**src/rtl/cabac_bin_dec_engine_pkg.sv**
```systemverilog
// +----------------------------------------------------------------------------
// | cabac_bin_dec_engine_pkg: shared rangeLPS table, mode/state encodings and
// | the renormalisation shift helper for the CABAC bin decoder.  Rev 1.0
// +----------------------------------------------------------------------------
`default_nettype none

package cabac_bin_dec_engine_pkg;

    localparam logic [1:0] MODE_REGULAR   = 2'd0;
    localparam logic [1:0] MODE_BYPASS    = 2'd1;
    localparam logic [1:0] MODE_TERMINATE = 2'd2;

    localparam logic [8:0] INIT_RANGE = 9'd510;

    typedef enum logic [1:0] {
        ST_IDLE = 2'd0,
        ST_INIT = 2'd1,
        ST_RUN  = 2'd2,
        ST_DONE = 2'd3
    } dec_state_e;

    localparam logic [7:0] RANGE_LPS_TAB [64][4] = '{
        '{128,176,208,240}, '{128,167,197,227}, '{128,158,187,216}, '{123,150,178,205},
        '{116,142,169,195}, '{111,135,160,185}, '{105,128,152,175}, '{100,122,144,166},
        '{ 95,116,137,158}, '{ 90,110,130,150}, '{ 85,104,123,142}, '{ 81, 99,117,135},
        '{ 77, 94,111,128}, '{ 73, 89,105,122}, '{ 69, 85,100,116}, '{ 66, 80, 95,110},
        '{ 62, 76, 90,104}, '{ 59, 72, 86, 99}, '{ 56, 69, 81, 94}, '{ 53, 65, 77, 89},
        '{ 51, 62, 73, 85}, '{ 48, 59, 69, 80}, '{ 46, 56, 66, 76}, '{ 43, 53, 63, 72},
        '{ 41, 50, 59, 69}, '{ 39, 48, 56, 65}, '{ 37, 45, 54, 62}, '{ 35, 43, 51, 59},
        '{ 33, 41, 48, 56}, '{ 32, 39, 46, 53}, '{ 30, 37, 43, 50}, '{ 29, 35, 41, 48},
        '{ 27, 33, 39, 45}, '{ 26, 31, 37, 43}, '{ 24, 30, 35, 41}, '{ 23, 28, 33, 39},
        '{ 22, 27, 32, 37}, '{ 21, 26, 30, 35}, '{ 20, 24, 29, 33}, '{ 19, 23, 27, 31},
        '{ 18, 22, 26, 30}, '{ 17, 21, 25, 28}, '{ 16, 20, 23, 27}, '{ 15, 19, 22, 25},
        '{ 14, 18, 21, 24}, '{ 14, 17, 20, 23}, '{ 13, 16, 19, 22}, '{ 12, 15, 18, 21},
        '{ 12, 14, 17, 20}, '{ 11, 14, 16, 19}, '{ 11, 13, 15, 18}, '{ 10, 12, 15, 17},
        '{ 10, 12, 14, 16}, '{  9, 11, 13, 15}, '{  9, 11, 12, 14}, '{  8, 10, 12, 14},
        '{  8,  9, 11, 13}, '{  7,  9, 11, 12}, '{  7,  9, 10, 12}, '{  7,  8, 10, 11},
        '{  6,  8,  9, 11}, '{  6,  7,  9, 10}, '{  6,  7,  8,  9}, '{  2,  2,  2,  2}
    };

    // Leading-zero count of a 9-bit range, saturated at the 6-bit maximum shift.
    function automatic logic [2:0] renorm_shift(input logic [8:0] r);
        logic [2:0] n;
        casez (r)
            9'b1????????: n = 3'd0;
            9'b01???????: n = 3'd1;
            9'b001??????: n = 3'd2;
            9'b0001?????: n = 3'd3;
            9'b00001????: n = 3'd4;
            9'b000001???: n = 3'd5;
            default:      n = 3'd6;
        endcase
        return n;
    endfunction

endpackage

`default_nettype wire

```
**src/rtl/cabac_bin_dec_lut.sv**
```systemverilog
// +----------------------------------------------------------------------------
// | cabac_bin_dec_lut: rangeLPS lookup plus the LPS-path renormalisation shift.
// | Rev 1.0
// +----------------------------------------------------------------------------
`default_nettype none

module cabac_bin_dec_lut
    import cabac_bin_dec_engine_pkg::*;
(
    input  logic [5:0] state_i,
    input  logic [1:0] q_i,
    output logic [7:0] rlps_o,
    output logic [2:0] shift_o
);

    assign rlps_o  = RANGE_LPS_TAB[state_i][q_i];
    assign shift_o = renorm_shift({1'b0, rlps_o});

endmodule

`default_nettype wire

```
**src/rtl/cabac_bin_dec_engine.sv**
```systemverilog
// +----------------------------------------------------------------------------
// | cabac_bin_dec_engine: CABAC binary arithmetic decoder (regular/bypass/term).
// | Optional CABAC_DEC_BIN_CNT_EN adds a 32-bit emitted-bin counter. Rev 1.0
// +----------------------------------------------------------------------------
`default_nettype none

module cabac_bin_dec_engine
    import cabac_bin_dec_engine_pkg::*;
(
    input  logic        clk,
    input  logic        rst,
    input  logic        start_i,
    input  logic        byte_valid_i,
    input  logic [7:0]  byte_i,
    output logic        byte_ready_o,
    input  logic        req_valid_i,
    output logic        req_ready_o,
    input  logic [1:0]  req_mode_i,
    input  logic [5:0]  state_i,
    input  logic        mps_i,
    output logic        bin_valid_o,
    output logic        bin_o,
    output logic        bin_eq_lps_o,
    output logic        done_o,
    output logic [8:0]  range_o,
    output logic [8:0]  offset_o
`ifdef CABAC_DEC_BIN_CNT_EN
    ,
    output logic [31:0] bin_cnt_o
`endif
);

    dec_state_e  state_q, state_d;
    logic [8:0]  range_q, range_d;
    logic [8:0]  offset_q, offset_d;
    logic [15:0] buf_q, buf_d;
    logic [4:0]  cnt_q, cnt_d;
    logic        bin_valid_q, bin_valid_d;
    logic        bin_q, bin_d;
    logic        lps_q, lps_d;

    logic [7:0]  w_rlps;
    logic [2:0]  w_lps_shift;
    logic [8:0]  w_rm;
    logic        w_req_fire;
    logic        w_renorm;
    logic [2:0]  w_n;
    logic [3:0]  w_k;
    logic [8:0]  w_rr;
    logic [8:0]  w_oo;
    logic [9:0]  w_byp;
    logic [4:0]  w_rem;
    logic [15:0] w_buf;

    cabac_bin_dec_lut u_lut (
        .state_i (state_i),
        .q_i     (range_q[7:6]),
        .rlps_o  (w_rlps),
        .shift_o (w_lps_shift)
    );

    assign w_rm = range_q - {1'b0, w_rlps};

    always_comb begin
        state_d      = state_q;
        range_d      = range_q;
        offset_d     = offset_q;
        bin_valid_d  = 1'b0;
        bin_d        = bin_q;
        lps_d        = lps_q;
        w_renorm     = 1'b0;
        w_n          = 3'd0;
        w_k          = 4'd0;
        w_rr         = range_q;
        w_oo         = offset_q;
        w_byp        = {offset_q, buf_q[15]};
        req_ready_o  = !start_i && (state_q == ST_RUN) && (cnt_q >= 5'd6);
        w_req_fire   = req_ready_o && req_valid_i;

        case (state_q)
            ST_INIT: begin
                if (cnt_q >= 5'd9) begin
                    offset_d = buf_q[15:7];
                    w_k      = 4'd9;
                    state_d  = ST_RUN;
                end
            end
            ST_RUN: begin
                if (w_req_fire) begin
                    bin_valid_d = 1'b1;
                    lps_d       = 1'b0;
                    case (req_mode_i)
                        MODE_REGULAR: begin
                            w_renorm = 1'b1;
                            if (offset_q >= w_rm) begin
                                bin_d = !mps_i;
                                lps_d = 1'b1;
                                w_oo  = offset_q - w_rm;
                                w_rr  = {1'b0, w_rlps};
                                w_n   = w_lps_shift;
                            end else begin
                                bin_d = mps_i;
                                w_rr  = w_rm;
                                w_n   = renorm_shift(w_rm);
                            end
                        end
                        MODE_TERMINATE: begin
                            w_rr = range_q - 9'd2;
                            if (offset_q >= w_rr) begin
                                bin_d   = 1'b1;
                                range_d = w_rr;
                                state_d = ST_DONE;
                            end else begin
                                bin_d    = 1'b0;
                                w_renorm = 1'b1;
                                w_n      = renorm_shift(w_rr);
                            end
                        end
                        default: begin
                            // Reserved mode decodes as bypass.
                            w_k = 4'd1;
                            if (w_byp >= {1'b0, range_q}) begin
                                bin_d    = 1'b1;
                                offset_d = 9'(w_byp - {1'b0, range_q});
                            end else begin
                                bin_d    = 1'b0;
                                offset_d = w_byp[8:0];
                            end
                        end
                    endcase
                end
            end
            default: ;
        endcase

        if (w_renorm) begin
            range_d  = w_rr << w_n;
            offset_d = (w_oo << w_n) | {3'b000, buf_q[15:10] >> (3'd6 - w_n)};
            w_k      = {1'b0, w_n};
        end

        // Consume first, then the incoming byte lands directly below what is left.
        w_buf        = buf_q << w_k;
        w_rem        = cnt_q - {1'b0, w_k};
        byte_ready_o = !start_i && ((state_q == ST_INIT) || (state_q == ST_RUN))
                       && (w_rem <= 5'd8);
        if (byte_ready_o && byte_valid_i) begin
            w_buf = w_buf | ({byte_i, 8'h00} >> w_rem);
            w_rem = w_rem + 5'd8;
        end
        buf_d = w_buf;
        cnt_d = w_rem;

        if (start_i) begin
            state_d     = ST_INIT;
            range_d     = INIT_RANGE;
            offset_d    = 9'd0;
            buf_d       = 16'd0;
            cnt_d       = 5'd0;
            bin_valid_d = 1'b0;
        end
    end

    always_ff @(posedge clk or posedge rst) begin
        if (rst) begin
            state_q     <= ST_IDLE;
            range_q     <= 9'd0;
            offset_q    <= 9'd0;
            buf_q       <= 16'd0;
            cnt_q       <= 5'd0;
            bin_valid_q <= 1'b0;
            bin_q       <= 1'b0;
            lps_q       <= 1'b0;
        end else begin
            state_q     <= state_d;
            range_q     <= range_d;
            offset_q    <= offset_d;
            buf_q       <= buf_d;
            cnt_q       <= cnt_d;
            bin_valid_q <= bin_valid_d;
            bin_q       <= bin_d;
            lps_q       <= lps_d;
        end
    end

`ifdef CABAC_DEC_BIN_CNT_EN
    logic [31:0] bin_cnt_q;

    always_ff @(posedge clk or posedge rst) begin
        if (rst) begin
            bin_cnt_q <= 32'd0;
        end else if (start_i) begin
            bin_cnt_q <= 32'd0;
        end else if (bin_valid_d) begin
            bin_cnt_q <= bin_cnt_q + 32'd1;
        end
    end

    assign bin_cnt_o = bin_cnt_q;
`endif

    assign bin_valid_o  = bin_valid_q;
    assign bin_o        = bin_q;
    assign bin_eq_lps_o = lps_q;
    assign done_o       = (state_q == ST_DONE);
    assign range_o      = range_q;
    assign offset_o     = offset_q;

endmodule

`default_nettype wire

```
**config.mk**
```make
export PLATFORM = sky130hd
export DESIGN_NAME = cabac_bin_dec_engine
export DESIGN_NICKNAME = d
export VERILOG_FILES = /design/src/rtl/cabac_bin_dec_engine_pkg.sv /design/src/rtl/cabac_bin_dec_lut.sv /design/src/rtl/cabac_bin_dec_engine.sv
export SDC_FILE = /design/constraint.sdc
export NUM_CORES = 1
export LEC_CHECK = 0
export BUFFER_PORTS_ARGS = -buffer_cell sky130_fd_sc_hd__buf_4
export CAP_MARGIN = 20
export CORE_MARGIN = 2
export CORE_UTILIZATION = 55
export DETAILED_ROUTE_END_ITERATION = 10
export HOLD_SLACK_MARGIN = 0.15
export PLACE_DENSITY = 0.73
export SLEW_MARGIN = 30
export SYNTH_ARGS = -nofsm -noshare
export SYNTH_HDL_FRONTEND = slang
export SYNTH_SLANG_ARGS = --single-unit
export TNS_END_PERCENT = 20
```
**constraint.sdc**
```tcl
create_clock -name clk -period 21 [get_ports clk]
set_input_delay 2.1 -clock clk [delete_from_list [all_inputs] [get_ports clk]]
set_output_delay 2.1 -clock clk [all_outputs]
set_load 0.05 [all_outputs]
```
Yosys cells after proc, flatten, opt, wreduce, memory -nomap -nowiden
Memory sizes are Yosys's and may differ from the RTL's. Cells that the tools add are included.

Memories: 1. Output and inout bits: 24. Bits in registers: 44. Input bits: 22. Word-level logic and storage cells: 141. Bits in read-only memories: 2048.

Memory list: (name not given) (depth 64, bits a word 32, read ports 1, clocked after Yosys merged registers in 0, wr ports 0, line cabac_bin_dec_lut.sv:16) `assign rlps_o = RANGE_LPS_TAB[state_i][q_i];`.

Add/sub/neg operators: 7. Multiplexer cells: 62. Eq/ne operators: 25. Reduce and logical (&&, ||, !) cells: 21. Shifts and indexed selects: 5. Magnitude comparators: 8. Bitwise gates (word level): 4.

Operators by type and width (count): $mux 9 (19); $mux 32 (2); $pmux 3 s6 (2); $pmux 9 s2 (2); $mux 16 (2); $ge 9x9->1 (2); $shl 9x3->9 (2); $sub 9x9->9 (2); $bmux 8 s2 (1); $mux 8 (2); $or 16x16->16 (1); $shl 16x4->16 (1); $shr 16x5->16 (1); $eq 5x1->1 const B (3); $pmux 3 s5 (1); $reduce_bool 3->1 (5); $mux 1 (13); $eq 4x1->1 const B (3); $eq 6x1->1 const B (2); $mux 3 (4); $ne 4x4->1 const B (3); $ge 10x9->1 (1); $mux 2 (5); $mux 5 (2); 33 further kinds (51).

Logic depth before layout (Yosys ltp)
Depth after elaboration: 21. Depth in mapped cells: 46. Gate-level depth less buffers: 38.

Cells and area by module
A second synthesis with hierarchy kept.

Cells, all modules: 1241. Area, all modules: 8918.6 um^2.

Modules (own cells, without submodules): cabac_bin_dec_engine (sequential area each 1101.1 um^2, area an instance 6439.9 um^2, instances 1, cells each 860); cabac_bin_dec_lut (sequential area each 0.0 um^2, area an instance 2478.6 um^2, instances 1, cells each 381).

Least setup slack after synthesis
Ideal clock, no wire load.

Path type: input port to output port. From: input port state_i[0]. To: output port byte_ready_o. Stages: 37. Path slack: 8720 ps. Path buffers: 6. Data arrival time: 10180 ps. Cell sequence: buf_1 -> inv_1 -> ha_1 -> clkbuf_1 -> nand2_1 -> and3_1 -> a2111oi_0 -> o21bai_1 -> mux4_2 -> inv_1 -> fa_1 -> a211oi_2 -> o21ai_0 -> a31oi_1 -> xnor2_1 -> ha_1 -> and2_1 -> nand4_1 -> nand3_1 -> a221oi_1 -> o21a_1 -> buf_2 -> a31oi_1 -> o31ai_1 -> nand2_1 -> buf_2 -> buf_1 -> ha_1 -> nor2b_1 -> o21ai_0 -> nand2b_1 -> xor2_1 -> clkbuf_1 -> inv_2 -> ha_1 -> a31oi_1 -> nor3_1.

Longest elaborated chain between the ends: 18. Elaborated cells between the ends (all ways): 28. Those cells by class: 2 x add/sub; 2 x order compare; 9 x eq/ne; 12 x mux; 1 x bitwise; 1 x reduce/logical; 1 x memory.

Ends and longest elaborated chain: start, declared (line cabac_bin_dec_engine.sv:19) `input logic [5:0] state_i,`; $not 6->7 (implied by the code) * (line cabac_bin_dec_lut.sv:16); $mem_v2 64x32 *; $mux 32 (implied by the code) * (2 in a row) (line cabac_bin_dec_lut.sv:16); $bmux 8 s2 * (line cabac_bin_dec_lut.sv:16); $mux 8 (implied by the code) * (2 in a row) (line cabac_bin_dec_lut.sv:16); parallel branches: the longest is 3 deep, another holds $sub 9x8->9; $mux 3 * (line cabac_bin_dec_engine.sv:95) `if (offset_q >= w_rm) begin`; $pmux 3 s2 * (line cabac_bin_dec_engine.sv:92) `case (req_mode_i)`; $mux 3 * (line cabac_bin_dec_engine.sv:89) `if (w_req_fire) begin`; $mux 3 * (line cabac_bin_dec_engine.sv:80) `case (state_q)`; $mux 4 * (line cabac_bin_dec_engine.sv:136) `if (w_renorm) begin`; $sub 5x4->5 * (line cabac_bin_dec_engine.sv:144) `w_rem = cnt_q - {1'b0, w_k};`; $le 5x4->1 * (line cabac_bin_dec_engine.sv:146) `&& (w_rem <= 5'd8);`; $logic_and 1x1->1 * (line cabac_bin_dec_engine.sv:146); end, declared (line cabac_bin_dec_engine.sv:15) `output logic byte_ready_o,`.

Mark *: on every way between the ends. The select of a mux whose other input is x is not followed.

Worst setup path after layout
From: input port state_i[2]. To: output port byte_ready_o.

Same word-level chain as after synthesis.

==> run_results.csv <==
group,metric,value,unit
route,wl_per_cell,21.8,um
timing,maxSlewViolCount,0,
clock_network,cts-buffers-inserted,5,
timing,tightest_slew,0.901,ns
die,die_area,16100,sq um
die,initial_core_util,0.568,
synthesis,synth_flop_cell,"dfrtp_1",
setup_path,cp_slowest_cell,"xor2_1",
global_route,grt_pass1_vias,8536,
hold_path,min_path_type,"reg2reg",
route,via_count,9329,
timing,relSlewSlack,0.395,
timing,setup_violations,0,
timing,fin_worst_skew,0.00954,ns
synthesis,ys_warn_count,0,
clock_network,clkTransAtPathRegs,0.06,ns
synthesis,synth-compound-area-share,0.337,
global_route,antenna_found_initial,0,
synthesis,synth.area.mux_share,0.104,
clock_network,clock-sinks,44,
hold_path,min_path_cells,1,
run_status,status,"finished clean",
pwr,vdd_drop_max,0.0833,mV
global_route,grt_usage,0.351,
synthesis,synth_top_cell_by_area,"dfrtp_1",
global_route,grt_pass1_wl,46.3,mm
route,ant_nets,0,
setup_path,path_max_fanout,77,
timing,hold_viol,0,
timing,min_period_over_period,0.643,
synthesis,synth_fa_ha_area_frac,0.104,
placement,port_buffers,45,
setup_path,required,18.90,ns
clock_network,clock_latency,0.30,ns
route,drt-total-wl,28.7,mm
pwr,power,0.000714,W
synthesis,synth_xor_area_frac,0.0327,
clock_network,post_cts_buffers,0,
clock_network,htree_levels,2,
timing,max_freq,0.0741,GHz
synthesis,synth_edf_count,0,
clock_network,ctsResizeCount,0,
setup_path,critical-path-max-stage-delay,0.63,ns
synthesis,yosysMostFrequentCell,"nor2_1",
layout,nets,1216,
clock_network,holdBufCountCts,0,
die,fp-row-count,44,
placement,dp_hpwl,20.8,mm
layout,utilization,0.595,
setup_path,worstPathArrival,11.40,ns
layout,final.fill_count,1380,
synthesis,syn_nets,1242,
route,drtPass1Iterations,6,
synthesis,synth_seq_area_share,0.132,
synthesis,yosys.area_share.simple,0.221,
synthesis,yosys-top-cells-area,"dfrtp_1 13%, ha_1 9.0%, mux2i_1 7.5%",
layout,area_growth_syn_to_layout,4.86,%
clock_network,cts_tree,"done",
synthesis,synth_area,8320,sq um
synthesis,yosys-top-cells-count,"108 x nor2_1, 104 x a21oi_1, 94 x nand2_1, 78 x o21ai_0, 62 x mux2i_1",
die,dieWidth,127,um
synthesis,netlist_instances,1156,
layout,n_antenna_cell,0,
die,die_height,127,um
pwr,leakagePower,3.76,nW
setup_path,r2r_slack,10.94,ns
timing,period_needed,13.50,ns
setup_path,worst_setup_path_end_kind,"output pin",
synthesis,synthDistinctLibCells,84,
route,vias_per_cell,7.09,
timing,grt_setup_unrepaired,"no",
setup_path,cp-start-kind,"input port",
clock_network,max-clock-path-buffers,2,
setup_path,critical_path_class,"in2out",
synthesis,async_flop_share,1.00,
pwr,power.density,81.9,nW/um^2
route,drc,0,
synthesis,ys_ff_latch,44,
die,core_area,14600,sq um
placement,place_congestion,1.01,
global_route,gr-total-overflow,0,
layout,drive_gt1_frac,0.0875,
die,io_pins,46,
clock_network,cts-root-buf,"clkbuf_16",
setup_path,rr_worst_depth,30,
timing,setup_tns,0,ns
job,drv_cap,0,
synthesis,avgSynthCellArea,7.19,sq um
route,drt_iter0_drc,1463,
setup_path,timing.critical_path.mode_cell,"ha_1",
synthesis,synth_top_family_by_area,"compound AO/OA/AOI/OAI gates",
global_route,grt_max_degree,98,
synthesis,synth_top_area_share,0.132,
[cells in the final DEF (no fill, tap or decap), drive strengths merged, types with 13 or more instances in the layout]
cell type,n
nor3,32
dfrtp,44
o211ai,17
a221oi,13
o21ai,80
nand2b,28
inv,54
a22oi,15
mux2i,62
nor2b,22
a31oi,27
nand3,34
ha,60
nor2,109
a211oi,24
nand2,95
xnor2,20
buf,49
a21o,26
a21oi,104
[worst paths after layout]
path	endpoint	from
max in group asynchronous	range_o[6]	rst
setup / recovery	byte_ready_o	state_i[2]
hold reg to reg	bin_eq_lps_o	bin_eq_lps_o
hold / removal	bin_eq_lps_o	bin_eq_lps_o
setup reg to reg	buf_q[12]	range_o[7]
min in group asynchronous	bin_valid_o	rst
[cells by family (layout without fill, tap and decap cells)]
| family | count (synthesis) | after routing |
|---|---|---|
| flops | 44 | 44 |
| mux | 76 | 76 |
| compound gates | 419 | 419 |
| fa+ha+maj | 67 | 67 |
| xor+xnor | 31 | 31 |
| buf+inv | 139 | 114 |
| simple gates | 380 | 380 |
[per-stage QoR]
stage / setup WS, ns / hold WS [ns] / cell area, sq um / instances
finish: 7.50 / 0.481 / 8720 / 1315
global route: 6.74 / 0.519 / 8720 / 1315
CTS: 7.70 / 0.485 / 8710 / 1315
detailed placement: 7.74 / 0.472 / 8560 / 1307
global placement: 7.85 / 0.463 / 8560 / 1307
floorplan: 8.72 / 0.540 / 8320 / 1156
[report_power, final]
group          switching, W  internal (W)  total [W]
registers         0.0000298      0.000101   0.000131
clock network     0.0000353     0.0000475  0.0000827
logic              0.000318      0.000183   0.000500
[layout make-up]
| class | instances | area (sq um) | area share |
|---|---|---|---|
| multi-input combinational | 973 | 6650 | 0.763 |
| clock inverter | 1 | 7.51 | 0.000861 |
| sequential | 44 | 1100 | 0.126 |
| timing repair buffer | 49 | 368 | 0.0422 |
| inverter | 57 | 215 | 0.0247 |
| clock buffer | 7 | 143 | 0.0164 |
| tap | 184 | 230 | 0.0264 |
[critical path: cells and delay by family]
family                     cells  cell delay (ns)
and+or+nand+nor                8             1.86
buffers and inverters          4             1.50
adders and majority gates      5             2.01
xor gates and xnor gates       2             0.82
AOI/OAI and AO/OA             11             3.07
[registers in the layout, summed over array words and instances (netlist names)]
name / count
bin_valid_o: 1
offset_o: 9
state_q: 2
cnt_q: 5
buf_q: 16
bin_o: 1
range_o: 9
bin_eq_lps_o: 1
[routing by layer]
layer	track usage	routed length (um)	up-vias
met4	0.120	1140	0
li1	-	-	4277
met3	0.0401	2680	93
met1	0.504	12300	4342
met5	0	0	-
met2	0.550	12600	617
(Power assumes the default switching activity.)
